**config.mk**
```make
export PLATFORM = sky130hd
export DESIGN_NAME = fclass_s_flat
export DESIGN_NICKNAME = d
export VERILOG_FILES = /design/src/rtl/fclass_s_if.sv /design/src/rtl/fclass_s.sv /design/src/flat_wrapper.sv
export SDC_FILE = /design/constraint.sdc
export NUM_CORES = 1
export LEC_CHECK = 0
export CORE_ASPECT_RATIO = 0.7
export CORE_MARGIN = 2
export CORE_UTILIZATION = 27
export CTS_CLUSTER_DIAMETER = 150
export DETAILED_ROUTE_END_ITERATION = 10
export PLACE_DENSITY = 0.74
export SLEW_MARGIN = 30
export SYNTH_ARGS = -nofsm -noshare
export SYNTH_HDL_FRONTEND = slang
export SYNTH_SLANG_ARGS = --single-unit
export TNS_END_PERCENT = 5
```
**constraint.sdc**
```tcl
create_clock -name clk -period 0.9 [get_ports clk]
set_clock_uncertainty 0.15 [all_clocks]
set_input_delay 0.18 -clock clk [delete_from_list [all_inputs] [get_ports clk]]
set_output_delay 0.18 -clock clk [all_outputs]
set_load 0.005 [all_outputs]
```
**src/rtl/fclass_s_if.sv**
```systemverilog
// rtl/fclass_s_if.sv - operand/result bundle for the binary32 FCLASS.S unit
interface fclass_s_if;
  logic        in_valid;
  logic [31:0] rs1;
  logic        out_valid;
  logic [9:0]  rd;

  modport master (
    output in_valid,
    output rs1,
    input  out_valid,
    input  rd
  );

  modport slave (
    input  in_valid,
    input  rs1,
    output out_valid,
    output rd
  );
endinterface

```
**src/rtl/fclass_s.sv**
```systemverilog
// rtl/fclass_s.sv - binary32 FCLASS.S: one-hot class mask of rs1, one cycle latency
module fclass_s (
  input logic       clk,
  input logic       rst,
  fclass_s_if.slave bus
);
  logic [7:0]  exp_w;
  logic [22:0] frac_w;
  logic        neg_w;
  logic        pos_w;
  logic        exp_max_w;
  logic        exp_min_w;
  logic        frac_nz_w;
  logic        is_nan_w;
  logic        is_inf_w;
  logic        is_zero_w;
  logic        is_sub_w;
  logic        is_norm_w;
  logic [9:0]  class_w;

  logic [9:0]  rd_d;
  logic [9:0]  rd_q;
  logic        out_valid_d;
  logic        out_valid_q;

  assign exp_w  = bus.rs1[30:23];
  assign frac_w = bus.rs1[22:0];
  assign neg_w  = bus.rs1[31];
  assign pos_w  = ~bus.rs1[31];

  assign exp_max_w = &exp_w;
  assign exp_min_w = ~|exp_w;
  assign frac_nz_w = |frac_w;

  assign is_nan_w  = exp_max_w & frac_nz_w;
  assign is_inf_w  = exp_max_w & ~frac_nz_w;
  assign is_zero_w = exp_min_w & ~frac_nz_w;
  assign is_sub_w  = exp_min_w & frac_nz_w;
  assign is_norm_w = ~exp_max_w & ~exp_min_w;

  // NaN bits deliberately ignore the sign; frac[22] is the quiet bit.
  assign class_w = {
    is_nan_w & frac_w[22],
    is_nan_w & ~frac_w[22],
    pos_w & is_inf_w,
    pos_w & is_norm_w,
    pos_w & is_sub_w,
    pos_w & is_zero_w,
    neg_w & is_zero_w,
    neg_w & is_sub_w,
    neg_w & is_norm_w,
    neg_w & is_inf_w
  };

  // Idle cycles keep rd, so an unknown rs1 without in_valid never lands in it.
  always_comb begin
    rd_d        = rd_q;
    out_valid_d = 1'b0;
    if (bus.in_valid) begin
      rd_d        = class_w;
      out_valid_d = 1'b1;
    end
  end

  always_ff @(posedge clk or posedge rst) begin
    if (rst) begin
      rd_q        <= 10'b0;
      out_valid_q <= 1'b0;
    end else begin
      rd_q        <= rd_d;
      out_valid_q <= out_valid_d;
    end
  end

  assign bus.rd        = rd_q;
  assign bus.out_valid = out_valid_q;
endmodule

```
**src/flat_wrapper.sv**
```systemverilog
// flat-port wrapper written by rule: the top's interface ports become plain ports
module fclass_s_flat 
  (clk, rst, bus_in_valid, bus_rs1, bus_out_valid, bus_rd);
  fclass_s_if bus_i ();
  input logic clk;
  input logic rst;
  input wire logic [$bits(bus_i.in_valid)-1:0] bus_in_valid;
  input wire logic [$bits(bus_i.rs1)-1:0] bus_rs1;
  output wire logic [$bits(bus_i.out_valid)-1:0] bus_out_valid;
  output wire logic [$bits(bus_i.rd)-1:0] bus_rd;
  assign bus_i.in_valid = bus_in_valid;
  assign bus_i.rs1 = bus_rs1;
  assign bus_out_valid = bus_i.out_valid;
  assign bus_rd = bus_i.rd;
  fclass_s u_core (.clk(clk), .rst(rst), .bus(bus_i));
endmodule
```
# After elaboration in Yosys (flattened, before gate mapping)
# Index checks and enable logic that the tools add are counted.
[totals]
reg_bits = 11
input_bits = 35
elab_cells = 26
[op_classes]
mux = 1
n_bitwise = 19
n_reduce_logical = 4
[op_table]
columns = ["operator", "count"]
rows = [
  ["$reduce_or 23->1", 1],
  ["$and 1x1->1", 15],
  ["$reduce_and 8->1", 1],
  ["$reduce_or 8->1", 1],
  ["$not 1->1", 4],
  ["$logic_not 1->1", 1],
  ["$mux 1", 1],
]

# Longest topological paths before layout
[depth]
ltp_word = 4
ltp_mapped = 4
depth_no_buf = 4

# Least setup slack after synthesis
# OpenSTA, ideal clock, no wires.
[synth_timing]
path_type = "in2reg"
startpoint = "input port bus_rs1[24]"
endpoint = "register u_core.rd_q[4] (netlist: u_core.bus.rd[4])"
arrival_time_ps = 1083
required_time_ps = 649
setup_slack_ps = -434
cell_stages = 4
path_buffers = 0
path_cell_list = "or4_4 > nor2_4 > nand2_2 > o32ai_1"
[synth_via]
elab_chain_cells = 4
[synth_rtl]
columns = ["element", "line_no", "source"]
rows = [
  ["start, declared", "flat_wrapper.sv:8", "input wire logic [$bits(bus_i.rs1)-1:0] bus_rs1;"],
  ["$reduce_or 8->1", "fclass_s.sv:32", "assign exp_min_w = ~|exp_w;"],
  ["$logic_not 1->1", "fclass_s.sv:32", ""],
  ["$and 1x1->1", "fclass_s.sv:37", "assign is_zero_w = exp_min_w & ~frac_nz_w;"],
  ["$and 1x1->1", "fclass_s.sv:48", "pos_w & is_zero_w,"],
  ["end signal, assigned", "fclass_s.sv:70", "rd_q <= rd_d;"],
  ["end, declared", "fclass_s.sv:22", "logic [9:0] rd_q;"],
]
# No other way between the ends.
# A chain may end at the register's enable or synchronous reset.

# Worst setup path after layout
[layout_timing]
startpoint = "input port bus_rs1[16]"
endpoint = "register u_core.rd_q[8] (netlist: u_core.bus.rd[8])"
[layout_via]
elab_chain_cells = 3
[layout_rtl]
columns = ["element", "line_no", "source"]
rows = [
  ["$reduce_or 23->1", "fclass_s.sv:33", "assign frac_nz_w = |frac_w;"],
  ["$and 1x1->1", "fclass_s.sv:35", "assign is_nan_w = exp_max_w & frac_nz_w;"],
  ["$and 1x1->1", "fclass_s.sv:44", "is_nan_w & ~frac_w[22],"],
]
# No other way between the ends.

==> impl_metrics.tcl <==
set metrics [dict create \
    grt_pass1_wl_um 3020 \
    ys_top_cells_by_count "11 x dfrtp_1, 5 x inv_1, 5 x nor4_1" \
    drv_slew 0 \
    grt_max_degree 12 \
    syn2layout_area_growth_pct 119 \
    overflow 0 \
    synth_top_area_cell "dfrtp_1" \
    chipWidth_um 56.4 \
    avgSynthCellArea_um2 11.0 \
    fin_crit_sh_pct 139 \
    synth_top_flop_cell "dfrtp_1" \
    drt_iter0_markers 12 \
    reg2reg_slack_ns -0.08 \
    p_leak_nw 0.541 \
    finalNonFillerCells 135 \
    num_io_pins 46 \
    drc 0 \
    fp-row-count 13 \
    crit_arrival_ns 1.25 \
    fillerInstances 150 \
    synthArstFlopShare_pct 100 \
    cp-startpoint "bus_rs1[16]" \
    status "finished, violations left" \
    synth_cell_types 18 \
    start_util_pct 28.3 \
    crit_type "primary input to flop" \
    grt.total_usage_pct 18.2 \
    portBuffers 45 \
    critPathMaxFanout 3 \
    wl_met2_um 1070 \
    irDropWorstVdd_mv 0.933 \
    die_h_um 40.7 \
    violations "negative setup slack" \
    final_area_um2 1140 \
    syn-num-nets 82 \
    drive_above_1_share_pct 64.6 \
    nets 149 \
    worstSetupStartpointType "primary input" \
    htreeDepth 1 \
    max_cap_viol_count 0 \
    r2r-start "u_core.bus.rd[6]$_DFFE_PP0P_" \
    cts_tree "done" \
    ant_nets 0 \
    yosysMostFrequentCell "dfrtp_1" \
    powerDensity_nw_per_um2 966 \
    clock_latency_ns 0.26 \
    numCtsBuffers 3 \
    endpoint_kind "flop" \
    setup_viol 21 \
    cp_data_required_time_ns 0.91 \
    place_inst 127 \
    top_layer_used "met4" \
    met1Wirelength_um 874 \
    postRouteWirelength_um 2100 \
    yosys.area.top_type_share_pct 53.0 \
    min_path_type "primary input to asynchronous set/reset pin" \
    rsz0062_at_grt "true" \
    path_clk_slew_ns 0.07 \
    min_period_ns 1.25 \
    endpoint "u_core.bus.rd[8]$_DFFE_PP0P_" \
    netlist_instances 47 \
    placed_cell_area_um2 1110 \
    fmax_mhz 802 \
    netlist_area_um2 519 \
    hold_viol_final 0 \
    diodes 0 \
    tightest_slew_ns 0.306 \
    vias_per_cell 5.07 \
    grt_pass1_vias 684 \
    synth_edf_count 0 \
    yosysWarnings 0 \
    routedWlPerCell_um 15.6 \
    ys_top_cells_by_area "dfrtp_1 53%, o2bb2ai_1 6.7%, nor4_1 6.0%, a32o_1 5.8%, or4_4 4.3%" \
    hpwl_um 1550 \
    r2r_cells 3 \
    antenna_found_initial 0 \
    fin_ws_ns -0.347 \
    via_count 685 \
    r2r-end "u_core.bus.rd[6]$_DFFE_PP0P_" \
    place.gp.congestion 0.843 \
    synth_seq_cells 11 \
    clock-sinks 11 \
    core_area_um2 1840 \
    drt_first_pass_iters 4 \
    clock-root-buffer "clkbuf_4" \
    die-area_um2 2300 \
    relSlewSlack_pct 79.6 \
    clockBufferDepth 2 \
    ys_seq_area_share_pct 53.0 \
    route.met3.wl_um 141 \
]
## state kept, by name, indices dropped and copies added (netlist names)
signal and cells:
u_core.bus.out_valid 1, u_core.bus.rd 10
## cell type report
class                      instances  area [um2]  share of cell area [%]
timing repair buffer              62         468                    41.1
multi-input combinational         30         319                    28.0
sequential                        11         275                    24.2
tap                               22        27.5                    2.42
clock buffer                       4        26.3                    2.31
inverter                           6        22.5                    1.98
## placed cells by master, fill, tap and decap left out
| cell | n |
|---|---|
| dfrtp_1 | 11 |
| clkdlybuf4s50_1 | 1 |
| a32o_2 | 1 |
| clkbuf_1 | 1 |
| o32ai_2 | 2 |
| o2bb2ai_1 | 2 |
| clkbuf_4 | 3 |
| buf_2 | 5 |
| clkbuf_2 | 22 |
| or2_4 | 1 |
| nand3_1 | 1 |
| nor4_4 | 2 |
| nor2_1 | 1 |
| nor4_2 | 3 |
| nor2_4 | 2 |
| nor3_2 | 2 |
| or3_2 | 1 |
| or4_4 | 2 |
| buf_4 | 15 |
| a22o_1 | 1 |
| o2bb2ai_2 | 2 |
| clkdlybuf4s15_1 | 9 |
| inv_1 | 5 |
| dlymetal6s2s_1 | 1 |
| nand2_2 | 1 |
| nand2_1 | 1 |
| dlygate4sd2_1 | 1 |
| buf_12 | 1 |
| buf_6 | 7 |
| nand4_1 | 3 |
| a32o_1 | 2 |
| inv_2 | 1 |
## through the flow
stage                     worst slack [ns]  hold slack, ns  total power [W]  utilization, %  TNS (ns)
after global placement              -0.979           0.332         0.000786            60.2    -11.80
after floorplan                     -0.434          -0.118         0.000557               -     -3.36
final                               -0.347          0.0611          0.00110            61.9     -4.77
after detailed placement            -0.999           0.325         0.000792            60.2    -12.03
after global routing                -0.399          0.0643          0.00115            61.9     -5.56
after CTS                           -0.375          0.0614          0.00109            64.2     -5.91
## cell families after synthesis
group           after synthesis  share of synthesized area [%]
flops                        11                           53.0
buf+inv                       6                           4.34
simple gates                 20                           25.1
compound gates               10                           17.6
## layer usage
layer  up-vias  global-route usage (%)
met3         2                    7.26
met4         0                    4.76
met5         -                       0
li1        320                       -
met1       335                    20.6
met2        28                    33.8
## how the worst min path moves through the flow
stage / endpoint / startpoint / slack [ns] / cells after the start
finish: u_core.bus.rd[1]$_DFFE_PP0P_ / rst / 0.06 / 3
global route: u_core.bus.rd[6]$_DFFE_PP0P_ / rst / 0.06 / 3
CTS: u_core.bus.rd[6]$_DFFE_PP0P_ / rst / 0.06 / 3
detailed placement: u_core.bus.rd[3]$_DFFE_PP0P_ / u_core.bus.rd[3]$_DFFE_PP0P_ / 0.33 / 1
global placement: u_core.bus.rd[3]$_DFFE_PP0P_ / u_core.bus.rd[3]$_DFFE_PP0P_ / 0.33 / 1
floorplan: u_core.bus.out_valid$_DFF_PP0_ / rst / -0.12 / 1
## repair_timing
item / 4_1_cts / 5_1_grt
endpoints found under the setup margin: 21 / 21
pin swaps: 18 / 15
gates resized for setup: 105 / 45
setup buffers: 4 / 0
hold buffers: 0 / 0
## where the power goes
part           internal [W]  leakage, nW  switching, W
clock network      0.000172       0.0150      0.000162
registers          0.000505        0.148    0.00000412
logic              0.000156        0.378      0.000102
## worst max-delay path, cell delays in order
cell             delay [ns]
clkdlybuf4s15_1        0.21
nor4_4                 0.15
nand4_1                0.15
or2_4                  0.29
a32o_2                 0.27
Power figures use the tool's default switching activity.
